==> config.mk <==
export PLATFORM = sky130hd
export DESIGN_NAME = alu_issue_stage
export DESIGN_NICKNAME = d
export VERILOG_FILES = /design/src/rtl/alu_issue_stage.sv
export SDC_FILE = /design/constraint.sdc
export NUM_CORES = 1
export LEC_CHECK = 0
export BUFFER_PORTS_ARGS = -buffer_cell sky130_fd_sc_hd__clkbuf_2
export CAP_MARGIN = 20
export CORE_AREA = 3 3 123 125
export CTS_CLUSTER_SIZE = 25
export DETAILED_ROUTE_END_ITERATION = 10
export DIE_AREA = 0 0 126 128
export PLACE_DENSITY = 0.73
export SLEW_MARGIN = 30
export SYNTH_ARGS = -nofsm -noshare
export SYNTH_HDL_FRONTEND = slang
export SYNTH_SLANG_ARGS = --single-unit
==> constraint.sdc <==
create_clock -name clk -period 2.9 [get_ports clk]
set_clock_uncertainty 0.2 [all_clocks]
set_input_delay 0.58 -clock clk [delete_from_list [all_inputs] [get_ports clk]]
set_output_delay 0.58 -clock clk [all_outputs]
set_load 0.05 [all_outputs]
==> src/rtl/alu_issue_stage.sv <==
// ID/EX stage for the 32-bit MIPS ALU. It registers the ID operands and control, decodes ALUOp/funct into the ALU op code,
// applies EX/MEM and MEM/WB forwarding to the ALU inputs, and raises a stall on a load-use hazard.
module alu_issue_stage #(
    parameter int W  = 32,
    parameter int RA = 5
) (
    input  logic          clk,
    input  logic          rst_n,
    input  logic          id_valid,
    input  logic [W-1:0]  id_rs_data,
    input  logic [W-1:0]  id_rt_data,
    input  logic [W-1:0]  id_imm,
    input  logic [RA-1:0] id_rs,
    input  logic [RA-1:0] id_rt,
    input  logic [RA-1:0] id_rd,
    input  logic          id_alu_src,
    input  logic [1:0]    id_alu_op,
    input  logic [5:0]    id_funct,
    input  logic          id_reg_dst,
    input  logic          id_reg_write,
    input  logic          id_mem_read,
    input  logic          id_mem_write,
    input  logic          id_branch,
    input  logic          flush,
    input  logic          exmem_reg_write,
    input  logic [RA-1:0] exmem_rd,
    input  logic [W-1:0]  exmem_data,
    input  logic          memwb_reg_write,
    input  logic [RA-1:0] memwb_rd,
    input  logic [W-1:0]  memwb_data,
    output logic          stall,
    output logic          ex_valid,
    output logic [3:0]    ex_op,
    output logic [W-1:0]  ex_a,
    output logic [W-1:0]  ex_b,
    output logic [W-1:0]  ex_store_data,
    output logic [RA-1:0] ex_dest,
    output logic          ex_reg_write,
    output logic          ex_mem_read,
    output logic          ex_mem_write,
    output logic          ex_branch,
    output logic          ex_illegal
);

    localparam logic [3:0] OP_AND = 4'b0000;
    localparam logic [3:0] OP_OR  = 4'b0001;
    localparam logic [3:0] OP_ADD = 4'b0010;
    localparam logic [3:0] OP_SUB = 4'b0110;
    localparam logic [3:0] OP_SLT = 4'b0111;
    localparam logic [3:0] OP_NOR = 4'b1100;

    logic          valid_q,     valid_d;
    logic [3:0]    op_q,        op_d;
    logic          illegal_q,   illegal_d;
    logic [RA-1:0] rs_q,        rs_d;
    logic [RA-1:0] rt_q,        rt_d;
    logic [W-1:0]  rs_data_q,   rs_data_d;
    logic [W-1:0]  rt_data_q,   rt_data_d;
    logic [W-1:0]  imm_q,       imm_d;
    logic          alu_src_q,   alu_src_d;
    logic [RA-1:0] dest_q,      dest_d;
    logic          reg_write_q, reg_write_d;
    logic          mem_read_q,  mem_read_d;
    logic          mem_write_q, mem_write_d;
    logic          branch_q,    branch_d;

    logic [3:0]    dec_op;
    logic          dec_illegal;
    logic          load_bubble;
    logic          hazard_rs;
    logic          hazard_rt;
    logic [W-1:0]  fwd_a;
    logic [W-1:0]  fwd_b;

    always_comb begin
        dec_op      = OP_ADD;
        dec_illegal = 1'b0;
        unique case (id_alu_op)
            2'b00: dec_op = OP_ADD;
            2'b01: dec_op = OP_SUB;
            2'b11: dec_op = OP_OR;
            default: begin
                unique case (id_funct)
                    6'b100000: dec_op = OP_ADD;
                    6'b100010: dec_op = OP_SUB;
                    6'b100100: dec_op = OP_AND;
                    6'b100101: dec_op = OP_OR;
                    6'b100111: dec_op = OP_NOR;
                    6'b101010: dec_op = OP_SLT;
                    default: begin
                        dec_op      = OP_ADD;
                        dec_illegal = 1'b1;
                    end
                endcase
            end
        endcase
    end

    // rt only counts as a source when it feeds the ALU b input or is the store data.
    always_comb begin
        hazard_rs = (dest_q == id_rs);
        hazard_rt = (dest_q == id_rt) && (!id_alu_src || id_mem_write);
        stall     = id_valid && valid_q && mem_read_q && (dest_q != '0) && (hazard_rs || hazard_rt);
    end

    assign load_bubble = flush || stall || !id_valid;

    always_comb begin
        rs_d        = id_rs;
        rt_d        = id_rt;
        rs_data_d   = id_rs_data;
        rt_data_d   = id_rt_data;
        imm_d       = id_imm;
        alu_src_d   = id_alu_src;
        op_d        = dec_op;
        dest_d      = id_reg_dst ? id_rd : id_rt;
        valid_d     = 1'b1;
        illegal_d   = dec_illegal;
        reg_write_d = id_reg_write && !dec_illegal;
        mem_read_d  = id_mem_read;
        mem_write_d = id_mem_write;
        branch_d    = id_branch;
        if (load_bubble) begin
            valid_d     = 1'b0;
            illegal_d   = 1'b0;
            reg_write_d = 1'b0;
            mem_read_d  = 1'b0;
            mem_write_d = 1'b0;
            branch_d    = 1'b0;
        end
    end

    always_ff @(posedge clk or negedge rst_n) begin
        if (!rst_n) begin
            valid_q     <= 1'b0;
            op_q        <= '0;
            illegal_q   <= 1'b0;
            rs_q        <= '0;
            rt_q        <= '0;
            rs_data_q   <= '0;
            rt_data_q   <= '0;
            imm_q       <= '0;
            alu_src_q   <= 1'b0;
            dest_q      <= '0;
            reg_write_q <= 1'b0;
            mem_read_q  <= 1'b0;
            mem_write_q <= 1'b0;
            branch_q    <= 1'b0;
        end else begin
            valid_q     <= valid_d;
            op_q        <= op_d;
            illegal_q   <= illegal_d;
            rs_q        <= rs_d;
            rt_q        <= rt_d;
            rs_data_q   <= rs_data_d;
            rt_data_q   <= rt_data_d;
            imm_q       <= imm_d;
            alu_src_q   <= alu_src_d;
            dest_q      <= dest_d;
            reg_write_q <= reg_write_d;
            mem_read_q  <= mem_read_d;
            mem_write_q <= mem_write_d;
            branch_q    <= branch_d;
        end
    end

    // The younger producer (EX/MEM) wins; register 0 is hardwired and never forwarded.
    always_comb begin
        fwd_a = rs_data_q;
        if (exmem_reg_write && (exmem_rd != '0) && (exmem_rd == rs_q)) begin
            fwd_a = exmem_data;
        end else if (memwb_reg_write && (memwb_rd != '0) && (memwb_rd == rs_q)) begin
            fwd_a = memwb_data;
        end
    end

    always_comb begin
        fwd_b = rt_data_q;
        if (exmem_reg_write && (exmem_rd != '0) && (exmem_rd == rt_q)) begin
            fwd_b = exmem_data;
        end else if (memwb_reg_write && (memwb_rd != '0) && (memwb_rd == rt_q)) begin
            fwd_b = memwb_data;
        end
    end

    assign ex_valid      = valid_q;
    assign ex_op         = op_q;
    assign ex_a          = fwd_a;
    assign ex_b          = alu_src_q ? imm_q : fwd_b;
    assign ex_store_data = fwd_b;
    assign ex_dest       = dest_q;
    assign ex_reg_write  = reg_write_q;
    assign ex_mem_read   = mem_read_q;
    assign ex_mem_write  = mem_write_q;
    assign ex_branch     = branch_q;
    assign ex_illegal    = illegal_q;

endmodule

### Yosys cells after proc, flatten, opt, wreduce, memory -nomap -nowiden

Cells that the tools add are included.

| operators by class | value |
|---|---|
| add/sub/neg operators | 0 |
| multiply operators | 0 |
| divide/modulo/power cells | 0 |
| order comparisons | 0 |
| equality and inequality tests | 14 |
| shifts and indexed selects | 0 |
| multiplexer cells | 16 |
| bitwise operators | 0 |
| reduce and logical (&&, ||, !) cells | 25 |

Operators with widths:

| kind | number |
|---|---|
| $mux 32 | 5 |
| $eq 6x6->1 const B | 6 |
| $eq 5x5->1 | 6 |
| $pmux 4 s5 | 1 |
| $reduce_bool 5->1 | 3 |
| $logic_and 1x1->1 | 12 |
| $pmux 4 s3 | 1 |
| $mux 1 | 8 |
| $reduce_or 6->1 | 1 |
| $mux 5 | 1 |
| $logic_or 1x1->1 | 4 |
| $logic_not 1->1 | 3 |
| $reduce_or 3->1 | 1 |
| $eq 2x1->1 const B | 1 |
| $eq 2x2->1 const B | 1 |
| $logic_not 2->1 | 1 |

| storage, ports and cells | value |
|---|---|
| register bits | 122 |
| bits in latches | 0 |
| bits in writable memories | 0 |
| ROM bits | 0 |
| bits of input ports | 205 |
| word-level logic and storage cells | 69 |
| memories | 0 |

### Longest topological paths before layout

| depth | value |
|---|---|
| depth after elaboration | 8 |
| gate-level depth with buffers | 7 |
| gate-level depth less buffers | 5 |

### Worst setup path before layout

No wires, ideal clock.

| path | value |
|---|---|
| kind | in2out |
| from | in memwb_rd[1] |
| to | out ex_b[13] |
| data arrival time | 3.142 ns |
| data required time | 2.120 ns |
| slack | -1.022 ns |
| stages on the path | 7 |
| buffers on the path | 2 |
| path through | or4_1 -> o211ai_2 -> clkbuf_2 -> buf_2 -> o21ai_0 -> a31oi_1 -> mux2_2 |

| between the ends | value |
|---|---|
| longest elaborated chain between the ends | 6 |
| elaborated cells on any way between the ends | 7 |

Ends and longest elaborated chain:

| what | RTL line | text |
|---|---|---|
| start: declaration | 29 | `input logic [RA-1:0] memwb_rd,` |
| $reduce_bool 5->1 | 181 | `end else if (memwb_reg_write && (memwb_rd != '0) && (memwb_rd == rt_q)) begin` |
| $logic_and 1x1->1 | 181 |  |
| $logic_and 1x1->1 (*) | 181 |  |
| $mux 32 (*) | 181 |  |
| $mux 32 (*) | 179 | `if (exmem_reg_write && (exmem_rd != '0) && (exmem_rd == rt_q)) begin` |
| via ex_store_data[13] | 36 | `output logic [W-1:0] ex_store_data,` |
| $mux 32 (*) | 189 | `assign ex_b = alu_src_q ? imm_q : fwd_b;` |
| end: declaration | 35 | `output logic [W-1:0] ex_b,` |

Mark *: on every way through the listed nets, which the timed path passes. The rest lies on a longest branch.

### Final worst setup path

| path | value |
|---|---|
| from | in exmem_rd[4] |
| to | out ex_b[19] |

| between the ends | value |
|---|---|
| longest elaborated chain between the ends | 5 |
| elaborated cells on any way between the ends | 6 |

Ends and longest elaborated chain:

| what | RTL line | text |
|---|---|---|
| start: declaration | 26 | `input logic [RA-1:0] exmem_rd,` |
| $reduce_bool 5->1 | 179 |  |
| $logic_and 1x1->1 | 179 |  |
| $logic_and 1x1->1 (*) | 179 |  |
| $mux 32 (*) | 179 |  |
| $mux 32 (*) | 189 |  |

Every way passes the cells marked *; elsewhere a longest branch is shown, timed or not.

==> summary.md <==
| Metric | Value |
|---|---|
| Finished Layout Cells | `~1200` |
| Yosys top cell area share | `54.03%` |
| CP Data Arrival Time | `roughly 2.6 ns` |
| DRC viols | `0` |
| Largest area contributor in the netlist | `dfrtp_1` |
| DR pass1 iterations | `5` |
| Width of the die | `about 130 um` |
| Power Total | `roughly 5900 uW` |
| CTS Buf Count | `17` |
| Chip height | `128 um` |
| IO buf count | `316` |
| Count of final hold-check violations | `4` |
| Worst slew margin | `52.00%` |
| Gate Count Post-Synth | `531` |
| Num ports | `317` |
| Area Growth Syn to Fin | `121.8%` |
| ANT nets after route | `0` |
| Final worst setup slack | `-0.4670 ns` |
| Reg area | `3054 um2` |
| Routed wire length | `30480 um` |
| Total number of vias | `6607` |
| Pwr Density | `467.6 nW/um2` |
| Die ar. | `16130 um2` |
| Setup violators final | `96` |
| Slew Limit Fails | `0` |
| Hold slack final | `-0.002960 ns` |
| RR Startpoint | `ex_dest[4]` |
| Critical Path Sink Type | `primary output` |
| Slew @ Worst Pin | `between 0.7 and 0.8 ns` |
| Placed cell count | `1066` |
| Leading cell types in the layout, fill and taps excluded | `216 x clkbuf_2, 121 x dfrtp_1, 76 x buf_12, 52 x buf_4, 44 x buf_6` |
| Clock Tree Root | `clkbuf_16` |
| Hold Path Class | `input pin to async pin` |
| CTS tree | `yes` |
| Required time of the critical path | `2.12 ns` |
| Clock Latency Late Sink | `0.42 ns` |
| Async SR Flop Fraction | `100.0%` |
| Mapped Area | `5650 um2` |
| Max H-tree Level | `4` |
| DR vias/cell | `5.740` |
| Area taken by multi-input logic gates | `4079 um2` |
| Vias in the first global route | `7063` |
| Global-route wire length before repair | `between 30000 and 40000 um` |
| Syn Area/Cell | `10.64 um2` |
| Pin count of the biggest net entering global routing | `between 40 and 50` |
| Nets | `1162` |
| RD Place Congestion | `0.9763` |
| Remaining global-route overflow | `0` |
| Status | `complete, but fails checks` |
| DR WL/cell | `26.48 um` |
| GRT Util Overall | `32.61%` |
| Failing checks | `negative hold slack, negative setup slack` |
| Starting Density | `40.39%` |
| Yosys reg bits | `122` |
| CTS sink cnt | `about 120` |
| Fin crit share | `116.1%` |
| FMAX | `0.2970 GHz` |
| Fillers | `544` |
| CTS Buffer Depth | `2` |
| Register area share after synthesis | `roughly 54%` |
| Leak pwr | `about 0.0056 uW` |
| EDFF count, synth | `0` |
| DP Wirelength | `17060 um` |
| Synth top area cells | `dfrtp_1 54%, mux2_2 5.8%, mux2i_1 5.7%` |
| Setup CP Type | `input pin to primary output` |
| RSZ-0062 raised after global routing | `true` |
| Initial DRC Count | `434` |
| Maximum vdd ir drop | `0.4535 mV` |
| Kind of start point of the critical path | `input pin` |
| Layout cells sized above 1 | `between 70% and 80%` |
| Commonest non-fill, non-tap cell in the layout | `clkbuf_2` |
| Ys flop type | `dfrtp_1` |
| Yosys warns | `0` |
| Worst reg2reg path depth | `5` |
| Initial antenna violation count | `3` |
| R2R Path End | `ex_illegal` |
| Reg clk slew, reported paths | `0.06 ns` |
| Fin crit period | `3.367 ns` |
| Synth cell types | `43` |
| Syn_nets | `736` |
| Worst reg-to-reg setup slack | `0.84 ns` |
| CTS Hold Bufs | `0` |
| FP Rows | `43` |
| Core Area | `13990 um2` |
| Max-cap viol count | `0` |
| Setup_tns | `-31.91 ns` |
| Crit Path Max Fanout | `8` |
[how the worst max path moves through the flow]
| stage | from | to |
|---|---|---|
| 2_1_floorplan | exmem_rd[1] | ex_b[0] |
| 3_3_place_gp | exmem_rd[1] | ex_b[5] |
| 3_5_place_dp | memwb_rd[2] | ex_b[31] |
| 4_1_cts | exmem_rd[4] | ex_b[1] |
| 5_1_grt | rs_q[3] | ex_a[15] |
| 6_report | exmem_rd[4] | ex_b[19] |
[flip-flops by register name, summed over array words and instances (netlist names), 4 cells and up]
name,cells
ex_dest,5
rs_q,5
imm_q,32
ex_op,4
rt_data_q,32
rt_q,5
rs_data_q,32
[cells by family after synthesis]
| family | Yosys count | synth area share [%] |
|---|---|---|
| mux | 61 | 11.45 |
| flops | 122 | 54.03 |
| simple gates | 148 | 13.06 |
| compound gates | 108 | 11.80 |
| xor+xnor | 30 | 4.783 |
| buf+inv | 62 | 4.871 |
[final cells by class]
cell class | count | area share (%)
Multi-Input combinational cell | 348 | 32.55
Clock buffer | 23 | 3.734
Clock inverter | 8 | 0.7588
Sequential cell | 122 | 24.37
Antenna cell | 2 | 0.03994
Timing Repair Buffer | 441 | 35.94
Tap cell | 180 | 1.797
Inverter | 27 | 0.8087
[layer usage]
metal  global-route usage (%)  routed length (um)
met1                    33.85               10180
met2                    60.28               16370
met3                    9.833                2396
met4                    15.08                1518
met5                        0                  13
[through the flow]
| stage | util [%] | hold slack (ns) | instance area [um2] | setup slack, ns |
|---|---|---|---|---|
| finish | 89.59 | -0.002960 | 12530 | -0.4670 |
| floorplan | - | 0.08441 | 6684 | -0.3071 |
| global route | 89.59 | 0.03533 | 12530 | -0.5243 |
| detailed placement | 70.37 | 0.4514 | 9843 | -0.4582 |
| CTS | 83.55 | 0.01055 | 11690 | -0.3932 |
| global placement | 70.37 | 0.4426 | 9843 | -0.4447 |
[Yosys cell counts (2+ instances only)]
| master | count |
|---|---|
| clkbuf_1 | 15 |
| mux2i_1 | 32 |
| o21ai_0 | 25 |
| a31oi_1 | 22 |
| nor2_1 | 56 |
| xor2_1 | 14 |
| mux2_2 | 29 |
| and3_1 | 10 |
| buf_2 | 9 |
| o211ai_2 | 2 |
| or3_1 | 23 |
| nand4_1 | 4 |
| nand3_1 | 3 |
| nand2_1 | 11 |
| nor2b_1 | 2 |
| a21oi_1 | 34 |
| buf_4 | 2 |
| dfrtp_1 | 122 |
| a221oi_1 | 9 |
| buf_6 | 3 |
| inv_1 | 27 |
| or4_1 | 4 |
| o31ai_1 | 9 |
| buf_1 | 5 |
| nor3_1 | 25 |
| and2_1 | 3 |
| xnor2_1 | 15 |
[power breakdown]
group / total (uW) / leakage (uW) / internal (uW) / switching, uW
combinational: 1930 / 0.00389 / 897 / 1030
clock: 2080 / 0.000273 / 1300 / 785
sequential: 1850 / 0.00143 / 1790 / 55.9
[timing repair]
action	in CTS	in global routing
setup endpoints to repair	96	97
cloned	10	4
buffers inserted	18	41
pin swaps	23	42
gates resized for setup	198	142
[worst max-delay path: stages]
cell       delay (ns)
buf_6            0.09
or4_4            0.55
o211ai_4         0.28
or2_4            0.28
buf_12           0.19
a31oi_4          0.13
mux2_4           0.31
clkbuf_16        0.17
No activity file was read; power rests on OpenSTA's default activity.
